===== config.mk =====
export PLATFORM = sky130hd
export DESIGN_NAME = rs_bank
export DESIGN_NICKNAME = d
export VERILOG_FILES = /design/src/rtl/rs_bank.sv
export SDC_FILE = /design/constraint.sdc
export NUM_CORES = 1
export LEC_CHECK = 0
export ABC_AREA = 1
export CAP_MARGIN = 10
export CORE_ASPECT_RATIO = 0.5
export CORE_UTILIZATION = 60
export DETAILED_ROUTE_END_ITERATION = 8
export DONT_BUFFER_PORTS = 1
export PLACE_DENSITY = 0.86
export SYNTH_ARGS = -nofsm -noshare
export SYNTH_HDL_FRONTEND = slang
export SYNTH_SLANG_ARGS = --single-unit

===== constraint.sdc =====
create_clock -name clock -period 12.2 [get_ports clock]
set_input_delay 0.61 -clock clock [delete_from_list [all_inputs] [get_ports clock]]
set_output_delay 0.61 -clock clock [all_outputs]
set_load 0.1 [all_outputs]

===== src/rtl/rs_bank.sv =====
// Reservation-station bank: allocates dispatched instructions, wakes operands from the CDB,
// and issues the oldest fully-ready entry through a valid/ready handshake.
module rs_bank #(
    parameter int unsigned NUM_ENTRIES = 4,
    parameter int unsigned TAG_W       = 6,
    parameter int unsigned XLEN        = 32,
    parameter int unsigned CTRL_W      = 16,
    parameter int unsigned CDB_PORTS   = 1
) (
    input  logic                           clock,
    input  logic                           reset,
    input  logic                           squash,
    input  logic                           disp_valid,
    output logic                           disp_ready,
    input  logic [XLEN-1:0]                disp_opa,
    input  logic [XLEN-1:0]                disp_opb,
    input  logic                           disp_opa_valid,
    input  logic                           disp_opb_valid,
    input  logic [TAG_W-1:0]               disp_dest_tag,
    input  logic [CTRL_W-1:0]              disp_ctrl,
    input  logic [CDB_PORTS-1:0]           cdb_valid,
    input  logic [CDB_PORTS*TAG_W-1:0]     cdb_tag,
    input  logic [CDB_PORTS*XLEN-1:0]      cdb_value,
    output logic                           issue_valid,
    input  logic                           issue_ready,
    output logic [XLEN-1:0]                issue_opa,
    output logic [XLEN-1:0]                issue_opb,
    output logic [TAG_W-1:0]               issue_dest_tag,
    output logic [CTRL_W-1:0]              issue_ctrl,
    output logic [$clog2(NUM_ENTRIES):0]   free_count
);

    localparam int unsigned AGE_W = $clog2(NUM_ENTRIES);
    localparam int unsigned CNT_W = AGE_W + 1;

    logic [NUM_ENTRIES-1:0] in_use_q, opa_v_q, opb_v_q;
    logic [XLEN-1:0]        opa_q  [NUM_ENTRIES];
    logic [XLEN-1:0]        opb_q  [NUM_ENTRIES];
    logic [TAG_W-1:0]       dest_q [NUM_ENTRIES];
    logic [CTRL_W-1:0]      ctrl_q [NUM_ENTRIES];
    logic [AGE_W-1:0]       age_q  [NUM_ENTRIES];

    logic [NUM_ENTRIES-1:0] opa_hit, opb_hit, ready, sel_oh, alloc_oh, survive;
    logic [XLEN-1:0]        opa_cdb [NUM_ENTRIES];
    logic [XLEN-1:0]        opb_cdb [NUM_ENTRIES];
    logic [AGE_W-1:0]       rank    [NUM_ENTRIES];
    logic                   disp_a_hit, disp_b_hit;
    logic [XLEN-1:0]        disp_a_cdb, disp_b_cdb;
    logic [AGE_W-1:0]       best_age;
    logic                   found, disp_fire, issue_fire;

    // CDB snoop; ports are scanned high-to-low so the lowest matching port wins.
    always_comb begin
        disp_a_hit = 1'b0;
        disp_b_hit = 1'b0;
        disp_a_cdb = '0;
        disp_b_cdb = '0;
        for (int i = 0; i < NUM_ENTRIES; i++) begin
            opa_hit[i] = 1'b0;
            opb_hit[i] = 1'b0;
            opa_cdb[i] = '0;
            opb_cdb[i] = '0;
        end
        for (int p = CDB_PORTS - 1; p >= 0; p--) begin
            if (cdb_valid[p]) begin
                for (int i = 0; i < NUM_ENTRIES; i++) begin
                    if (cdb_tag[p*TAG_W +: TAG_W] == opa_q[i][TAG_W-1:0]) begin
                        opa_hit[i] = 1'b1;
                        opa_cdb[i] = cdb_value[p*XLEN +: XLEN];
                    end
                    if (cdb_tag[p*TAG_W +: TAG_W] == opb_q[i][TAG_W-1:0]) begin
                        opb_hit[i] = 1'b1;
                        opb_cdb[i] = cdb_value[p*XLEN +: XLEN];
                    end
                end
                if (cdb_tag[p*TAG_W +: TAG_W] == disp_opa[TAG_W-1:0]) begin
                    disp_a_hit = 1'b1;
                    disp_a_cdb = cdb_value[p*XLEN +: XLEN];
                end
                if (cdb_tag[p*TAG_W +: TAG_W] == disp_opb[TAG_W-1:0]) begin
                    disp_b_hit = 1'b1;
                    disp_b_cdb = cdb_value[p*XLEN +: XLEN];
                end
            end
        end
    end

    // Oldest-ready select, lowest-free allocate, free count.
    always_comb begin
        found      = 1'b0;
        best_age   = '0;
        sel_oh     = '0;
        alloc_oh   = '0;
        free_count = '0;
        for (int i = 0; i < NUM_ENTRIES; i++) begin
            ready[i] = in_use_q[i] && opa_v_q[i] && opb_v_q[i];
            if (ready[i] && (!found || age_q[i] > best_age)) begin
                found     = 1'b1;
                best_age  = age_q[i];
                sel_oh    = '0;
                sel_oh[i] = 1'b1;
            end
            if (!in_use_q[i]) begin
                free_count = free_count + CNT_W'(1);
            end
        end
        for (int i = NUM_ENTRIES - 1; i >= 0; i--) begin
            if (!in_use_q[i]) begin
                alloc_oh    = '0;
                alloc_oh[i] = 1'b1;
            end
        end
        disp_ready  = |(~in_use_q);
        issue_valid = found;
        disp_fire   = disp_valid && disp_ready;
        issue_fire  = found && issue_ready;
    end

    // Ages are re-ranked among surviving entries each cycle so they stay dense and never wrap.
    always_comb begin
        for (int i = 0; i < NUM_ENTRIES; i++) begin
            survive[i] = in_use_q[i] && !(issue_fire && sel_oh[i]);
        end
        for (int i = 0; i < NUM_ENTRIES; i++) begin
            rank[i] = disp_fire ? AGE_W'(1) : '0;
            for (int j = 0; j < NUM_ENTRIES; j++) begin
                if (j != i && survive[j] && age_q[j] < age_q[i]) begin
                    rank[i] = rank[i] + AGE_W'(1);
                end
            end
        end
    end

    always_comb begin
        issue_opa      = '0;
        issue_opb      = '0;
        issue_dest_tag = '0;
        issue_ctrl     = '0;
        for (int i = 0; i < NUM_ENTRIES; i++) begin
            if (sel_oh[i]) begin
                issue_opa      = issue_opa | opa_q[i];
                issue_opb      = issue_opb | opb_q[i];
                issue_dest_tag = issue_dest_tag | dest_q[i];
                issue_ctrl     = issue_ctrl | ctrl_q[i];
            end
        end
    end

    always_ff @(posedge clock) begin
        if (reset) begin
            in_use_q <= '0;
            opa_v_q  <= '0;
            opb_v_q  <= '0;
            for (int i = 0; i < NUM_ENTRIES; i++) begin
                opa_q[i]  <= '0;
                opb_q[i]  <= '0;
                dest_q[i] <= '0;
                ctrl_q[i] <= '0;
                age_q[i]  <= '0;
            end
        end else if (squash) begin
            in_use_q <= '0;
        end else begin
            for (int i = 0; i < NUM_ENTRIES; i++) begin
                age_q[i] <= rank[i];
                if (in_use_q[i] && !opa_v_q[i] && opa_hit[i]) begin
                    opa_q[i]   <= opa_cdb[i];
                    opa_v_q[i] <= 1'b1;
                end
                if (in_use_q[i] && !opb_v_q[i] && opb_hit[i]) begin
                    opb_q[i]   <= opb_cdb[i];
                    opb_v_q[i] <= 1'b1;
                end
                if (issue_fire && sel_oh[i]) begin
                    in_use_q[i] <= 1'b0;
                end
                if (disp_fire && alloc_oh[i]) begin
                    in_use_q[i] <= 1'b1;
                    age_q[i]    <= '0;
                    dest_q[i]   <= disp_dest_tag;
                    ctrl_q[i]   <= disp_ctrl;
                    opa_q[i]    <= (!disp_opa_valid && disp_a_hit) ? disp_a_cdb : disp_opa;
                    opb_q[i]    <= (!disp_opb_valid && disp_b_hit) ? disp_b_cdb : disp_opb;
                    opa_v_q[i]  <= disp_opa_valid || disp_a_hit;
                    opb_v_q[i]  <= disp_opb_valid || disp_b_hit;
                end
            end
        end
    end

endmodule


After elaboration in Yosys (flattened, before gate mapping)
Memories as Yosys holds them, arrays and structs flattened.
Index checks and enable logic that the tools add are counted.
{ "totals": {"inputBits": 132, "ff_bits": 12, "n_memories": 5, "wordCells": 386, "ram_bits": 352, "out_inout_bits": 91} }
{ "op_classes": {"reduce_logical": 99, "n_eq_ne": 10, "bitwise_logic": 46, "add_sub_neg": 12, "magnitude_cmp": 15, "muxes": 187} }
{ "memory_table": {"columns": ["memory", "words", "width", "read_ports", "rd_ports_with_merged_regs", "wr", "line_no", "source"], "rows": [
  ["opa_q", 4, 32, 4, 0, 4, "37", "logic [XLEN-1:0] opa_q [NUM_ENTRIES];"],
  ["opb_q", 4, 32, 4, 0, 4, "38", "logic [XLEN-1:0] opb_q [NUM_ENTRIES];"],
  ["ctrl_q", 4, 16, 4, 0, 4, "40", "logic [CTRL_W-1:0] ctrl_q [NUM_ENTRIES];"],
  ["dest_q", 4, 6, 4, 0, 4, "39", "logic [TAG_W-1:0] dest_q [NUM_ENTRIES];"],
  ["age_q", 4, 2, 4, 0, 4, "41", "logic [AGE_W-1:0] age_q [NUM_ENTRIES];"]
]} }
{ "ops": {"columns": ["cell", "count"], "rows": [
  ["$mux 32", 38],
  ["$mux 128", 2],
  ["$or 32x32->32", 6],
  ["$mux 16", 8],
  ["$mux 1", 96],
  ["$eq 6x6->1", 10],
  ["$logic_and 1x1->1", 55],
  ["$mux 6", 8],
  ["$or 16x16->16", 3],
  ["$mux 2", 23],
  ["$mux 4", 9],
  ["$or 1x1->1", 32],
  ["$lt 2x2->1", 12],
  ["$reduce_bool 2->1", 12],
  ["$or 6x6->6", 3],
  ["$logic_not 1->1", 17],
  ["$add 2x1->2 const B", 8],
  ["$reduce_and 2->1", 8],
  ["$add 3x1->3 const B", 3],
  ["$mux 3", 3],
  ["$gt 2x2->1", 3],
  ["$logic_or 1x1->1", 5],
  ["$not 4->4", 1],
  ["$reduce_or 4->1", 1],
  ["other kinds (3)", 3]
]} }

Logic depth before layout (Yosys ltp)
Gate-level depths: netlist of the first run.
{ "depth": {"word_depth": 27, "mapped_depth": 40, "depth_no_buf": 40} }

Worst setup path after synthesis of the first run
Ideal clock, no wire load.
{ "synth_timing": {"kind": "register -> output", "start": "register in_use_q[0]", "end": "output port issue_opa[1]", "arrival_ps": 5424, "stages_incl_launch_ff": 28, "setup_slack_ps": 6166, "path_cell_list": "dfxtp_1 nand3_1 clkinv_1 nand2_1 ha_1 nand2_1 nand2_1 nand2_1 nand2_1 nand2_2 inv_1 o21ai_0 inv_1 ha_1 nand2_1 nand2_1 nand2_1 a21oi_4 inv_1 nand2_1 o21ai_0 ha_1 nand2_1 o21ai_0 nand2_1 nand2_4 clkbuf_1 o21ai_0"} }
{ "synth_via": {"elab_chain_len": 22, "elab_cells_between_ends": 31, "cone_classes": "3 x order compare; 14 x mux; 3 x bitwise; 11 x reduce/logical"} }
{ "synth_lines": {"columns": ["item", "line_no", "source"], "rows": [
  ["from (decl)", "36", "logic [NUM_ENTRIES-1:0] in_use_q, opa_v_q, opb_v_q;"],
  ["from (signal assigned)", "151", "in_use_q <= '0;"],
  ["from (signal assigned)", "162", "in_use_q <= '0;"],
  ["from (signal, indexed assignment)", "175", "in_use_q[i] <= 1'b0;"],
  ["$logic_and 1x1->1 * (2 in a row)", "96", "ready[i] = in_use_q[i] && opa_v_q[i] && opb_v_q[i];"],
  ["$mux 2 or $mux 1 (tied branches)", "97", "if (ready[i] && (!found || age_q[i] > best_age)) begin"],
  ["$gt 2x2->1 or $logic_not 1->1 (tied branches)", "97", null],
  ["$logic_or 1x1->1", "97", null],
  ["$logic_and 1x1->1", "97", null],
  ["$mux 2 or $mux 1 (tied branches)", "97", null],
  ["$gt 2x2->1 or $logic_not 1->1 (tied branches)", "97", null],
  ["$logic_or 1x1->1", "97", null],
  ["(+5 left out)", null, null],
  ["$mux 4 *", "97", null],
  ["$mux 32", "140", "if (sel_oh[i]) begin"],
  ["$or 32x32->32", "141", "issue_opa = issue_opa | opa_q[i];"],
  ["$mux 32", "140", null],
  ["$or 32x32->32", "141", null],
  ["$mux 32", "140", null],
  ["$or 32x32->32", "141", null],
  ["$mux 32 *", "140", null],
  ["to (decl)", "26", "output logic [XLEN-1:0] issue_opa,"]
]} }
Mark *: on every way between the ends. The rest lies on a longest branch, timed or not.

Worst setup path after layout of the first run
{ "layout_timing": {"start": "register in_use_q[0]", "end": "output port issue_opb[22]"} }
{ "layout_via": {"elab_chain_len": 22, "elab_cells_between_ends": 31, "cone_classes": "3 x order compare; 14 x mux; 3 x bitwise; 11 x reduce/logical"} }
{ "layout_lines": {"columns": ["item", "line_no", "source"], "rows": [
  ["$logic_and 1x1->1 * (2 in a row)", "96", null],
  ["$mux 2 or $mux 1 (tied branches)", "97", null],
  ["$gt 2x2->1 or $logic_not 1->1 (tied branches)", "97", null],
  ["$logic_or 1x1->1", "97", null],
  ["$logic_and 1x1->1", "97", null],
  ["$mux 2 or $mux 1 (tied branches)", "97", null],
  ["$gt 2x2->1 or $logic_not 1->1 (tied branches)", "97", null],
  ["$logic_or 1x1->1", "97", null],
  ["(+5 left out)", null, null],
  ["$mux 4 *", "97", null],
  ["$mux 32", "140", null],
  ["$or 32x32->32", "142", "issue_opb = issue_opb | opb_q[i];"],
  ["$mux 32", "140", null],
  ["$or 32x32->32", "142", null],
  ["$mux 32", "140", null],
  ["$or 32x32->32", "142", null],
  ["$mux 32 *", "140", null],
  ["to (decl)", "27", "output logic [XLEN-1:0] issue_opb,"]
]} }
Marked as above.

==> results of run 1 <==
## critical path, delay by kind of cell (launching register included)
family / cells / cell delay (ns)
AND/OR/NAND/NOR: 15 / 2.23
adder cells (fa/ha/maj): 3 / 0.90
AO/OA/AOI/OAI: 5 / 0.98
buffers and inverters: 6 / 1.58
flip-flops: 1 / 0.47
## path summary, 6_finish.rpt
kind                       startpoint                        end  slack (ns)  cells past startpoint
max          in_use_q[0]$_SDFFE_PP0P_              issue_opb[22]        4.86                     29
min                    disp_opa_valid    opa_v_q[1]$_SDFFE_PP0P_        0.28                      2
max reg2reg  in_use_q[0]$_SDFFE_PP0P_  age_q[3][0]$_SDFFCE_PP0P_        5.58                     37
min reg2reg   opb_v_q[0]$_SDFFE_PP0P_    opb_v_q[0]$_SDFFE_PP0P_        0.51                      2
## metrics by stage
stage                     util, %  cells  total power [mW]
after detailed placement     61.9   2582              1.66
after global placement       61.9   2582              1.65
after floorplan                 -   2253              1.60
final                        65.0   2642              2.70
after global routing         65.0   2642              2.75
after CTS                    65.0   2642              2.68
## synthesized netlist by cell type (all sizes together)
cell type,number
a21oi,26
o2111ai,6
o31ai,70
nor4b,1
nand3,240
nor3,14
and3,1
o211ai,1
o21ai,316
buf,86
clkbuf,59
nor3b,4
a31oi,1
a211oi,2
nand2,487
a32oi,75
edfxtp,352
xnor2,7
ha,30
dfxtp,12
inv,250
xor2,16
clkinv,1
nor2,158
nor4,10
o22ai,14
nand4,14
## kinds of logic after synthesis
| group | count (synthesis) | synth area share [%] |
|---|---|---|
| compound gates | 511 | 15.6 |
| xor+xnor | 23 | 0.987 |
| fa+ha+maj | 30 | 1.84 |
| buf+inv | 396 | 8.20 |
| flops | 364 | 53.0 |
| simple gates | 929 | 20.4 |
## final cells by class
type,instances,area share (%)
clock buffers,40,4.03
clock inverters,20,0.838
inverters,251,4.35
multi-input cells,1493,37.1
flip-flops and latches,364,49.9
well taps,441,2.55
repair buffers,33,1.14
## routing by layer
layer	GRT usage [%]	vias to the layer above	wire [um]
li1	-	7745	-
met5	0	-	13
met2	56.8	1558	28600
met3	9.34	397	8960
met4	24.4	2	5110
met1	45.5	8322	22300
## registers in the layout, indices dropped and copies added (netlist names)
register  cells
opa_q       128
in_use_q      4
opa_v_q       4
ctrl_q       64
dest_q       24
opb_q       128
opb_v_q       4
age_q         8
## report_power, final
| group | switching, mW | total, mW | internal [mW] |
|---|---|---|---|
| combinational | 0.147 | 0.189 | 0.0420 |
| clock | 0.478 | 1.06 | 0.578 |
| sequential | 0.0263 | 1.45 | 1.42 |
==> metrics.cfg, run 1 <==
[run_status]
status=finished, final reports clean

[logic_synthesis]
syn_area_um2=20400
netlist_instances=2253
netlist_top_cells_area=edfxtp_1 52%, nand2_1 8.2%, nand3_1 5.7%, o21ai_0 4.4%, inv_1 4.2%
ys_ff_latch=364
syn_avg_cell_area_um2=9.06
synth-seq-area-share_pct=53.0
synth.distinct_cells=45
yosys.area.top_type_share_pct=51.8
yosys_warnings=0
synth_fp_nets=2415
yosysTopAreaCell=edfxtp_1

[grt]
grt_max_degree=80
antenna_found_initial=1
grt_pass1_vias=16900
grt_pass1_wl_um=97100
grt_overflow=0
grt_usage_pct=36.5

[timing]
tns_ns=0
skew_ns=0.0334
worst_pin_slew_ns=1.29
slew_viol_final=0
finalSetupViolCount=0
fin_crit_sh_pct=60.2
setup_ws_ns=4.86
max_slew_margin_pct=14.3
whs_ns=0.277
hold_viol_final=0
fmax_ghz=0.136
period_needed_ns=7.34
rsz0062_at_grt=false

[power]
p_per_area_nw_per_um2=125
power.leakage_nw=8.85
ir_worst_vdd_uv=77.2

[route]
drt_iter0_drc=2746
wl_um=65000
wl_per_cell_um=24.6
viasPerCell=6.82
drt_pass1_iterations=8
drcViolationCount=0
ant_nets=0
via_count=18000

[final_layout]
fill_cells=2542
final_cell_mix=447 x nand2_1, 352 x edfxtp_1, 229 x inv_1
n_antenna_cell=0
ff_latch_area_um2=10800
layout_commonest_cell=nand2_1
stdcell_area_um2=21600
syn2layout_area_growth_pct=6.04
multi_input_area_um2=8040
nets=2339
drive_gt1_share_pct=9.63

[clock_network]
clk_pin_slew_ns=0.06
cts.repair.resized=0
post-cts-setup-buffers=0
numCtsBuffers=34
clock-sinks=364
insertion_delay_ns=0.56
clk_path_buf_depth=3
h-tree-depth=2
cts_root_buf=clkbuf_16
postCtsHoldBufs=0
cts_tree=built

[die]
start_util_pct=61.3
coreArea_um2=33300
num_rows=47
io_pins=223
dieArea_um2=34800
die_h_um=132
fp.dieW_um=263

[setup_path]
worst_path_largest_cell_delay_ns=0.82
slowest_stage=nand3_1
required_ns=11.59
cpMostUsedCell=nand2_1
start_kind=flip-flop
critPathKind=flip-flop to primary output
path_max_fanout=41
endpoint_kind=primary output
cp_data_arrival_time_ns=6.73

[min_path]
hp-class=primary input to flip-flop

[flow_run]
drv_cap=0

[placement]
pre_cts_ws_ns=5.53
io_buffers=0
dp_hpwl_um=38800
globalplace.congestion=0.986
postPlaceCellArea_um2=20600

(Power assumes the default switching activity.)
==> run 2: changes to the inputs <==
==> constraint.sdc (replaced) <==
create_clock -name clock -period 7.7 [get_ports clock]
set_input_delay 0.385 -clock clock [delete_from_list [all_inputs] [get_ports clock]]
set_output_delay 0.385 -clock clock [all_outputs]
set_load 0.1 [all_outputs]
==> metrics.cfg, run 2 (synthesis results as in run 1) <==
[setup_path]
slowest_stage=buf_4
worst_path_largest_cell_delay_ns=0.84
path_delay_family=simple AND/OR/NAND/NOR gates
cp_data_arrival_time_ns=6.47
endpoint_kind=primary output
path_max_fanout=81
required_ns=7.32
critPathKind=flip-flop to primary output
cpMostUsedCell=nand2_1
worst-path-buf-inv=7
start_kind=flip-flop

[grt]
grt_max_degree=82
antenna_found_initial=0
grt_pass1_vias=17100
grt_pass1_wl_um=94400
grt_overflow=0
grt_usage_pct=35.1

[final_layout]
top_regs=opa_q (128), opb_q (128), ctrl_q (64)
layout_commonest_cell=nand2_1
final_cells=2722
nets=2420
n_antenna_cell=0
final_cell_mix=445 x nand2_1, 352 x edfxtp_1, 229 x inv_1
syn2layout_area_growth_pct=9.19
drive_gt1_share_pct=12.8

[clock_network]
postCtsHoldBufs=0
clk_path_buf_depth=3
post-cts-setup-buffers=0
insertion_delay_ns=0.55
cts_root_buf=clkbuf_16
cts_tree=built
clock-sinks=364
clk_pin_slew_ns=0.06
numCtsBuffers=34
h-tree-depth=2
cts.repair.resized=0

[timing]
period_needed_ns=6.85
worst_pin_slew_ns=1.27
skew_ns=0.0296
whs_ns=0.0577
setup_ws_ns=0.849
fin_crit_sh_pct=89.0
max_slew_margin_pct=15.2
finalSetupViolCount=0
hold_viol_final=0
slew_viol_final=0
tns_ns=0
rsz0062_at_grt=false
fmax_ghz=0.146

[power]
power_switching_mw=1.02
power_frac_clock_pct=39.7
seqPwrFrac_pct=53.3
p_int_mw=3.27
ir_worst_vdd_uv=143
combPwrFrac_pct=6.9
switching_share_pct=23.8
power.leakage_nw=9.30
p_per_area_nw_per_um2=193

[die]
coreArea_um2=33300
fp.dieW_um=263
io_pins=223
num_rows=47
start_util_pct=61.3
dieArea_um2=34800
die_h_um=132

[route]
drcViolationCount=0
drt_pass1_iterations=6
wl_um=62700
drt_iter0_drc=3328
viasPerCell=6.67
via_count=18200
wl_per_cell_um=23.0
ant_nets=0

[run_status]
status=finished, final reports clean

[min_path]
hp-class=primary input to flip-flop

[placement]
globalplace.congestion=0.986
io_buffers=0
pre_cts_ws_ns=1.67
place_inst=2663
dp_hpwl_um=36100

[flow_run]
drv_cap=0

[run 2: layout make-up]
cell class / instances / area [um2]
clock inverters: 13 / 158
inverters: 251 / 942
well taps: 441 / 552
fillers: 2438 / 11000
clock buffers: 46 / 927
multi-input cells: 1493 / 8040
flip-flops and latches: 364 / 10800
repair buffers: 114 / 856
[run 2: per-stage QoR]
step	utilization [%]	instance area, um2	power [mW]
final	67.0	22300	4.29
after global routing	67.0	22300	4.38
after CTS	67.0	22300	4.27
after detailed placement	63.7	21200	2.62
after global placement	63.7	21200	2.60
after floorplan	-	20400	2.53
[run 2: worst register-to-register path: cells and delay by family, from the launching register on]
kind	cells	cell delay [ns]
AND/OR/NAND/NOR	21	2.28
adder cells (fa/ha/maj)	4	1.05
AO/OA/AOI/OAI	4	0.95
buffers and inverters	7	0.68
flip-flops	1	0.47
[run 2: power by group through the flow]
| stage | clock, mW | combinational (mW) | sequential [mW] |
|---|---|---|---|
| after floorplan | 0 | 0.211 | 2.32 |
| after global placement | 0 | 0.278 | 2.33 |
| after detailed placement | 0 | 0.287 | 2.33 |
| after CTS | 1.69 | 0.290 | 2.29 |
| after global routing | 1.77 | 0.320 | 2.30 |
| final | 1.71 | 0.297 | 2.29 |
[run 2: final timing paths]
kind | start | endpoint | slack [ns] | cells past startpoint
worst max-delay path | in_use_q[0]$_SDFFE_PP0P_ | issue_opa[3] | 0.85 | 32
worst min-delay path | disp_opa_valid | opa_v_q[1]$_SDFFE_PP0P_ | 0.06 | 2
worst max register to register | in_use_q[0]$_SDFFE_PP0P_ | age_q[3][0]$_SDFFCE_PP0P_ | 2.01 | 36
worst min register to register | opa_v_q[0]$_SDFFE_PP0P_ | opa_v_q[0]$_SDFFE_PP0P_ | 0.51 | 2
[run 2: per-layer routing]
layer | part of all wire [%] | up-vias | GRT usage [%]
li1 | - | 7909 | -
met1 | 34 | 8329 | 44.7
met2 | 45 | 1579 | 55.9
met3 | 14 | 343 | 7.41
met4 | 6.5 | 0 | 21.4
met5 | 0 | - | 0
